==> config.mk <==
export PLATFORM = sky130hd
export DESIGN_NAME = vga_timing_gen
export DESIGN_NICKNAME = d
export VERILOG_FILES = /design/src/rtl/vga_timing_pkg.sv /design/src/rtl/vga_axis_counter.sv /design/src/rtl/vga_timing_gen.sv
export SDC_FILE = /design/constraint.sdc
export NUM_CORES = 1
export LEC_CHECK = 0
export ABC_AREA = 0
export BUFFER_PORTS_ARGS = -buffer_cell sky130_fd_sc_hd__buf_4
export CORE_ASPECT_RATIO = 1.2
export CORE_MARGIN = 5
export CORE_UTILIZATION = 30
export CTS_CLUSTER_DIAMETER = 120
export DETAILED_ROUTE_END_ITERATION = 8
export GPL_TIMING_DRIVEN = 1
export REMOVE_ABC_BUFFERS = 1
export SLEW_MARGIN = 15
export SYNTH_ARGS = -nofsm -noshare
export SYNTH_HDL_FRONTEND = slang
export SYNTH_SLANG_ARGS = --single-unit
==> constraint.sdc <==
create_clock -name px_clk -period 1.9 [get_ports px_clk]
set_input_delay 0.57 -clock px_clk [delete_from_list [all_inputs] [get_ports px_clk]]
set_output_delay 0.57 -clock px_clk [all_outputs]
set_load 0.03 [all_outputs]
==> src/rtl/vga_timing_pkg.sv <==
// vga_timing_pkg: standard VGA mode timings ({active, front porch, sync, back porch}) and axis helpers.
package vga_timing_pkg;
  localparam int MODE_640X480_60_H[4] = '{640, 16, 96, 48};
  localparam int MODE_640X480_60_V[4] = '{480, 10, 2, 33};
  localparam int MODE_640X480_72_H[4] = '{640, 24, 40, 128};
  localparam int MODE_640X480_72_V[4] = '{480, 9, 3, 28};
  localparam int MODE_800X600_60_H[4] = '{800, 40, 128, 88};
  localparam int MODE_800X600_60_V[4] = '{600, 1, 4, 23};
  function automatic int axis_total(int active, int fp, int sync, int bp);
    return active + fp + sync + bp;
  endfunction
endpackage

==> src/rtl/vga_axis_counter.sv <==
// vga_axis_counter: one raster axis; active-first ordering, then front porch, sync, back porch.
module vga_axis_counter
  import vga_timing_pkg::*;
#(
  parameter int   ACTIVE = 640,
  parameter int   FP     = 24,
  parameter int   SYNC   = 40,
  parameter int   BP     = 128,
  parameter logic POL    = 1'b0,
  parameter int   CW     = 11
) (
  input  logic          px_clk,
  input  logic          reset,
  input  logic          inc,
  output logic [CW-1:0] count,
  output logic          wrap,
  output logic          active,
  output logic          sync
);
  localparam int TOT = axis_total(ACTIVE, FP, SYNC, BP);
  assign wrap   = count == CW'(TOT - 1);
  assign active = count < CW'(ACTIVE);
  assign sync   = (count >= CW'(ACTIVE + FP) && count < CW'(ACTIVE + FP + SYNC)) ? POL : ~POL;
  always_ff @(posedge px_clk or posedge reset)
    if (reset) count <= '0;
    else if (inc) count <= wrap ? '0 : count + CW'(1);
endmodule

==> src/rtl/vga_timing_gen.sv <==
// vga_timing_gen: parametrised VGA raster timing with registered, mutually aligned sync/video/strobe outputs.
module vga_timing_gen
  import vga_timing_pkg::*;
#(
  parameter int   CW       = 11,
  parameter int   H_ACTIVE = 640,
  parameter int   H_FP     = 24,
  parameter int   H_SYNC   = 40,
  parameter int   H_BP     = 128,
  parameter int   V_ACTIVE = 480,
  parameter int   V_FP     = 9,
  parameter int   V_SYNC   = 3,
  parameter int   V_BP     = 28,
  parameter logic H_POL    = 1'b0,
  parameter logic V_POL    = 1'b0
) (
  input  logic          px_clk,
  input  logic          reset,
  input  logic          ce,
  output logic          hsync,
  output logic          vsync,
  output logic          activevideo,
  output logic [CW-1:0] x_px,
  output logic [CW-1:0] y_px,
  output logic          line_start,
  output logic          frame_start
);
  localparam int H_TOT = axis_total(H_ACTIVE, H_FP, H_SYNC, H_BP);
  localparam int V_TOT = axis_total(V_ACTIVE, V_FP, V_SYNC, V_BP);
  if (H_ACTIVE == 0 || H_FP == 0 || H_SYNC == 0 || H_BP == 0 ||
      V_ACTIVE == 0 || V_FP == 0 || V_SYNC == 0 || V_BP == 0 ||
      H_TOT > 2**CW || V_TOT > 2**CW) begin : g_bad_params
    $error("vga_timing_gen: zero timing parameter or axis total exceeds 2**CW");
  end
  logic [CW-1:0] hc, vc;
  logic h_wrap, h_act, h_sync, v_act, v_sync, unused_v_wrap, vis;
  vga_axis_counter #(.ACTIVE(H_ACTIVE), .FP(H_FP), .SYNC(H_SYNC), .BP(H_BP), .POL(H_POL), .CW(CW)) u_h (
    .px_clk(px_clk), .reset(reset), .inc(ce), .count(hc), .wrap(h_wrap), .active(h_act), .sync(h_sync)
  );
  vga_axis_counter #(.ACTIVE(V_ACTIVE), .FP(V_FP), .SYNC(V_SYNC), .BP(V_BP), .POL(V_POL), .CW(CW)) u_v (
    .px_clk(px_clk), .reset(reset), .inc(ce && h_wrap), .count(vc), .wrap(unused_v_wrap),
    .active(v_act), .sync(v_sync)
  );
  assign vis = h_act && v_act;
  always_ff @(posedge px_clk or posedge reset)
    if (reset) begin
      hsync       <= ~H_POL;
      vsync       <= ~V_POL;
      activevideo <= 1'b0;
      x_px        <= '0;
      y_px        <= '0;
      line_start  <= 1'b0;
      frame_start <= 1'b0;
    end else if (ce) begin
      hsync       <= h_sync;
      vsync       <= v_sync;
      activevideo <= vis;
      x_px        <= vis ? hc : '0;
      y_px        <= vis ? vc : '0;
      line_start  <= hc == '0;
      frame_start <= hc == '0 && vc == '0;
    end
endmodule
==> results.json, run 1 <==
{
  "grt_overflow": 0,
  "cts_buffer_depth": 2,
  "dp_hpwl_um": 3680,
  "num_io_pins": 30,
  "ys_ff_latch": 49,
  "rsz0062_at_grt": "no",
  "routed_wl_um": 5060,
  "viasPerCell": 5.12,
  "vias": 1721,
  "numPortBuffers": 29,
  "cts_buffers": 5,
  "stdcell_area_um2": 2750,
  "final_nets": 253,
  "synth.distinct_cells": 34,
  "cp.arrival_ns": 2.02,
  "peakVddDrop_mv": 0.498,
  "drc": 0,
  "hold_viol": 0,
  "critPathKind": "reg2reg",
  "fin_skew_ns": 0.00448,
  "p_total_mw": 2.34,
  "grt_pass1_vias": 1728,
  "antenna_found_initial": 0,
  "die_w_um": 88.5,
  "grt_pass1_wl_um": 8680,
  "maxCapViolCount": 0,
  "cts_tree": "done",
  "nFillCells": 746,
  "slew_headroom": 0.686,
  "synth_area_um2": 2220,
  "final_cell_mix": "dfrtp_1 (47), buf_4 (47), a22o_1 (19)",
  "clkLatencyLatePin_ns": 0.30,
  "path_max_fanout": 12,
  "numClockSinks": 49,
  "rows": 34,
  "powerDensity_nw_per_um2": 849,
  "postRouteAntennaNets": 0,
  "finalCriticalPeriod_ns": 1.84,
  "crit_path_end_kind": "register",
  "syn_to_final_growth_pct": 24.1,
  "die_h_um": 104,
  "gr-usage-all-layers": 0.119,
  "yosysSeqAreaShare": 0.554,
  "htree_levels": 2,
  "post-route-period-util": 0.968,
  "wl_per_cell_um": 15.1,
  "core_area_um2": 7230,
  "netlist_instances": 202,
  "insertedDiodeCount": 0,
  "dpl_cell_area_um2": 2630,
  "yosysWarnings": 0,
  "synth_area_per_cell_um2": 11.0,
  "layout-drive-gt1-share": 0.268,
  "drtIter0Drc": 75,
  "drtPass1Iterations": 5,
  "grt_max_degree": 23,
  "required_ns": 2.09,
  "setup_viol": 0,
  "gp_congestion": 0.830,
  "leakage_nw": 1.30,
  "clockRootBuffer": "clkbuf_8",
  "fmax_mhz": 544,
  "slew_violations": 0,
  "outcome": "complete, no violations",
  "cts.clk_slew.worst_paths_ns": 0.09,
  "dieArea_um2": 9220,
  "start_util": 0.307,
  "min_path_type": "in2async",
  "tightest_slew_ns": 0.470,
  "crit_path_start_kind": "register"
}
[final timing paths]
path	startpoint	end	slack, ns	depth (start not counted)
max	u_v.count[3]	u_v.count[6]	0.06	4
min	reset	u_v.count[0]	0.28	2
max reg2reg	u_v.count[3]	u_v.count[6]	0.06	4
min reg2reg	activevideo	activevideo	0.48	1
max in group asynchronous	reset	line_start	1.12	3
min in group px_clk	activevideo	activevideo	0.48	1
[critical path, cell delays in order, from the launching register on]
cell and delay [ns]:
dfrtp_1 0.39, or4_4 0.54, or4_4 0.54, a21boi_2 0.16, o22ai_1 0.09
[what timing repair did]
| item | in CTS | in global routing |
|---|---|---|
| setup endpoints to repair | 1 | 9 |
| hold buffers | 0 | 0 |
| buffers inserted | 0 | 2 |
| pin swaps | 1 | 0 |
| resized for setup | 0 | 2 |
[per-layer routing]
metal,up-vias,wire length (um),track usage
met5,-,0,0
met1,858,2090,0.148
met2,42,2670,0.198
met4,0,117,0.0432
li1,810,-,-
met3,11,182,0.0285
[through the flow]
step	utilization	hold slack, ns	TNS, ns	cells	worst slack [ns]
6_report	0.380	0.283	0	336	0.0617
5_1_grt	0.380	0.314	0	336	0.0114
4_1_cts	0.377	0.293	0	334	0.0583
3_5_place_dp	0.364	0.474	0	326	0.0102
3_3_place_gp	0.364	0.468	0	326	0.0739
2_1_floorplan	-	0.478	-11.02	189	-0.905
[logic make-up (layout without fill, tap and decap cells)]
group	count (synthesis)	after routing	share of synthesized area
xor+xnor	10	10	0.0395
buf+inv	23	67	0.0474
mux	2	2	0.00903
simple gates	70	70	0.171
compound gates	43	43	0.151
fa+ha+maj	5	5	0.0282
flops	49	49	0.554
[state kept, by name, summed over array words and instances, names as in the netlist]
| signal | cells |
|---|---|
| activevideo | 1 |
| frame_start | 1 |
| hsync | 1 |
| line_start | 1 |
| u_h.count | 11 |
| u_v.count | 11 |
| vsync | 1 |
| x_px | 11 |
| y_px | 11 |
[area by class of cell]
cell class | count | area, um2 | share of cell area
well taps | 90 | 113 | 0.0409
repair buffers | 49 | 384 | 0.140
clock buffers | 8 | 90.1 | 0.0327
inverters | 10 | 37.5 | 0.0136
flip-flops and latches | 49 | 1230 | 0.447
multi-input cells | 130 | 898 | 0.327
[report_power, final]
part / leakage, nW / internal [mW] / switching, mW
logic: 0.628 / 0.188 / 0.255
registers: 0.623 / 1.15 / 0.112
clock network: 0.0455 / 0.298 / 0.336
[synthesized netlist by cell type]
master     instances  area share
or4_4              2       0.010
nand2_1           13       0.022
nor2_1             6       0.010
xor2_1             2      0.0079
and2_1             1      0.0028
o22ai_1            3      0.0085
nand4_1            6       0.017
or3_1              2      0.0056
a31oi_1            3      0.0085
a21o_1             3       0.010
buf_6              2       0.010
a21boi_2           4       0.020
dfstp_2            2       0.024
buf_2              3      0.0068
nor2b_1            3      0.0085
nor3b_1            1      0.0034
nand2b_1           2      0.0056
a41oi_1            1      0.0040
nand3_1           13       0.029
xnor2_1            8       0.032
mux2i_1            2      0.0090
nand4b_1           1      0.0040
o21ai_0            8       0.018
a22o_1            19       0.075
dfrtp_1           47        0.53
a21oi_1            1      0.0023
ha_1               5       0.028
clkbuf_1           8       0.014
o2bb2ai_1          1      0.0040
nor3_1             7       0.016
nor4_1             6       0.017
and3_1             6       0.017
inv_1             10       0.017
or2_2              1      0.0028
No activity file was read; power rests on OpenSTA's default activity.
==> run 2, diff against run 1 <==
RECOVER_POWER = 100   (was not set)
==> run 2 against run 1 <==
  * Cell count stayed put
  * Die area stayed put
  * Worst setup slack improved by 0.00066 ns
  * First-iteration DRC count down 12%
  * Total power fell by 2.5%
  * Design area is 4.9% lower
  * Critical endpoint unchanged
  * Largest power group unchanged
==> results.json, run 2 (same netlist as run 1, synthesis figures left out) <==
{
  "r2r-end": "u_v.count[6]",
  "maxCapViolCount": 0,
  "layout-drive-gt1-share": 0.134,
  "num_io_pins": 30,
  "crit_start": "u_v.count[3]",
  "cp_slowest_cell": "or4_4",
  "layout_commonest_cell": "dfrtp_1",
  "grt_overflow": 0,
  "tightest_slew_ns": 0.788,
  "grt_pass1_wl_um": 8680,
  "crit_path_cell_trace": "or4_4 > or4_4 > a21boi_2 > o22ai_1",
  "die_w_um": 88.5,
  "finalCriticalPeriod_ns": 1.84,
  "core_area_um2": 7230,
  "drtPass1Iterations": 4,
  "required_ns": 2.08,
  "crit_path_end_kind": "register",
  "rr_worst_depth": 4,
  "start_util": 0.307,
  "cpPeakStageDelay_ns": 0.54,
  "slew_headroom": 0.474,
  "min_path_type": "in2async",
  "grt_pass1_vias": 1728,
  "p_total_mw": 2.28,
  "dpl_cell_area_um2": 2630,
  "worst-path-stages": 4,
  "path_max_fanout": 12,
  "routed_wl_um": 5040,
  "gp_congestion": 0.830,
  "seqCellArea_um2": 1230,
  "htree_levels": 2,
  "powerDensity_nw_per_um2": 871,
  "wl_per_cell_um": 15.0,
  "numPortBuffers": 29,
  "final_nets": 253,
  "postRouteAntennaNets": 0,
  "slew_violations": 0,
  "fin_ws_ns": 0.0623,
  "crit_path_start_kind": "register",
  "outcome": "complete, no violations",
  "r2r_start": "u_v.count[3]",
  "gr-usage-all-layers": 0.119,
  "viasPerCell": 5.02,
  "dp_hpwl_um": 3680,
  "grt_max_degree": 23,
  "fmax_mhz": 544,
  "syn_to_final_growth_pct": 18.0,
  "dp_slack_ns": 0.0102,
  "antenna_found_initial": 0,
  "rows": 34,
  "drtIter0Drc": 66,
  "multi_input_area_um2": 898,
  "hold_viol": 0,
  "rsz0062_at_grt": "no",
  "r2r_setup_slack_ns": 0.06,
  "clkLatencyLatePin_ns": 0.30,
  "cp.arrival_ns": 2.02,
  "cp_num_buf_inv": 0,
  "peakVddDrop_mv": 0.460,
  "post-route-period-util": 0.967,
  "setup_viol": 0,
  "clockRootBuffer": "clkbuf_8",
  "cpMostUsedCell": "or4_4",
  "final_cell_mix": "dfrtp_1 (47), clkbuf_1 (34), a22o_1 (19)",
  "nFillCells": 766,
  "leakage_nw": 1.17,
  "numClockSinks": 49,
  "cts.clk_slew.worst_paths_ns": 0.09,
  "cts_buffer_depth": 2,
  "cts_buffers": 5,
  "cts_tree": "done",
  "dieArea_um2": 9220,
  "drc": 0,
  "critPathKind": "reg2reg",
  "insertedDiodeCount": 0,
  "die_h_um": 104,
  "finalSetupTns_ns": 0,
  "setup.worst_path.end": "u_v.count[6]",
  "stdcell_area_um2": 2620,
  "final_core_util": 0.362,
  "cp_top_family": "simple AND/OR/NAND/NOR gates",
  "vias": 1686,
  "fin_skew_ns": 0.00475
}
==> run 2: changes by cell type in the layout (fill, tap and decap cells not counted), sizes merged <==
| cell | previous run | this run |
|---|---|---|
| clkbuf | 8 | 43 |
| buf | 49 | 14 |
==> run 2: stage by stage <==
step                      hold slack (ns)  instances
after global routing                0.489        336
after global placement              0.468        326
final                               0.417        336
after detailed placement            0.474        326
after CTS                           0.293        334
after floorplan                     0.478        189
==> run 2: worst min path at each step <==
stage	end	slack, ns	cells after the start
2_1_floorplan	u_h.count[10]	0.48	1
3_3_place_gp	activevideo	0.47	1
3_5_place_dp	activevideo	0.47	1
4_1_cts	u_h.count[10]	0.29	2
5_1_grt	u_v.count[10]	0.49	2
6_report	u_v.count[0]	0.42	2
==> run 2: power breakdown <==
part | internal, mW | switching, mW | total, mW
Clock | 0.298 | 0.333 | 0.631
Sequential | 1.15 | 0.111 | 1.26
Combinational | 0.135 | 0.254 | 0.389
Total | 1.58 | 0.698 | 2.28
==> run 2: repair_timing <==
| action | in CTS | in global routing |
|---|---|---|
| setup endpoints to repair | 1 | 9 |
| setup buffers | 0 | 2 |
| hold buffers | 0 | 0 |
| pin swaps | 1 | 0 |
| gates resized for setup | 0 | 2 |
| gates cloned | 0 | 0 |
==> run 2: worst register-to-register path, stage by stage (launching register included) <==
cell and delay [ns]:
dfrtp_1 0.39, or4_4 0.54, or4_4 0.54, a21boi_2 0.16, o22ai_1 0.09
==> run 2: cell type report <==
| type | count | area share |
|---|---|---|
| multi-input combinational | 130 | 0.343 |
| tap | 90 | 0.0430 |
| clock buffer | 8 | 0.0344 |
| inverter | 10 | 0.0143 |
| sequential | 49 | 0.470 |
| timing repair buffer | 49 | 0.0952 |
==> run 2: per-layer routing <==
layer / up-vias / GRT usage / routed length, um
met2: 27 / 0.198 / 2610
met1: 841 / 0.148 / 2120
met3: 9 / 0.0285 / 200
met5: - / 0 / 0
li1: 809 / - / -
met4: 0 / 0.0432 / 106
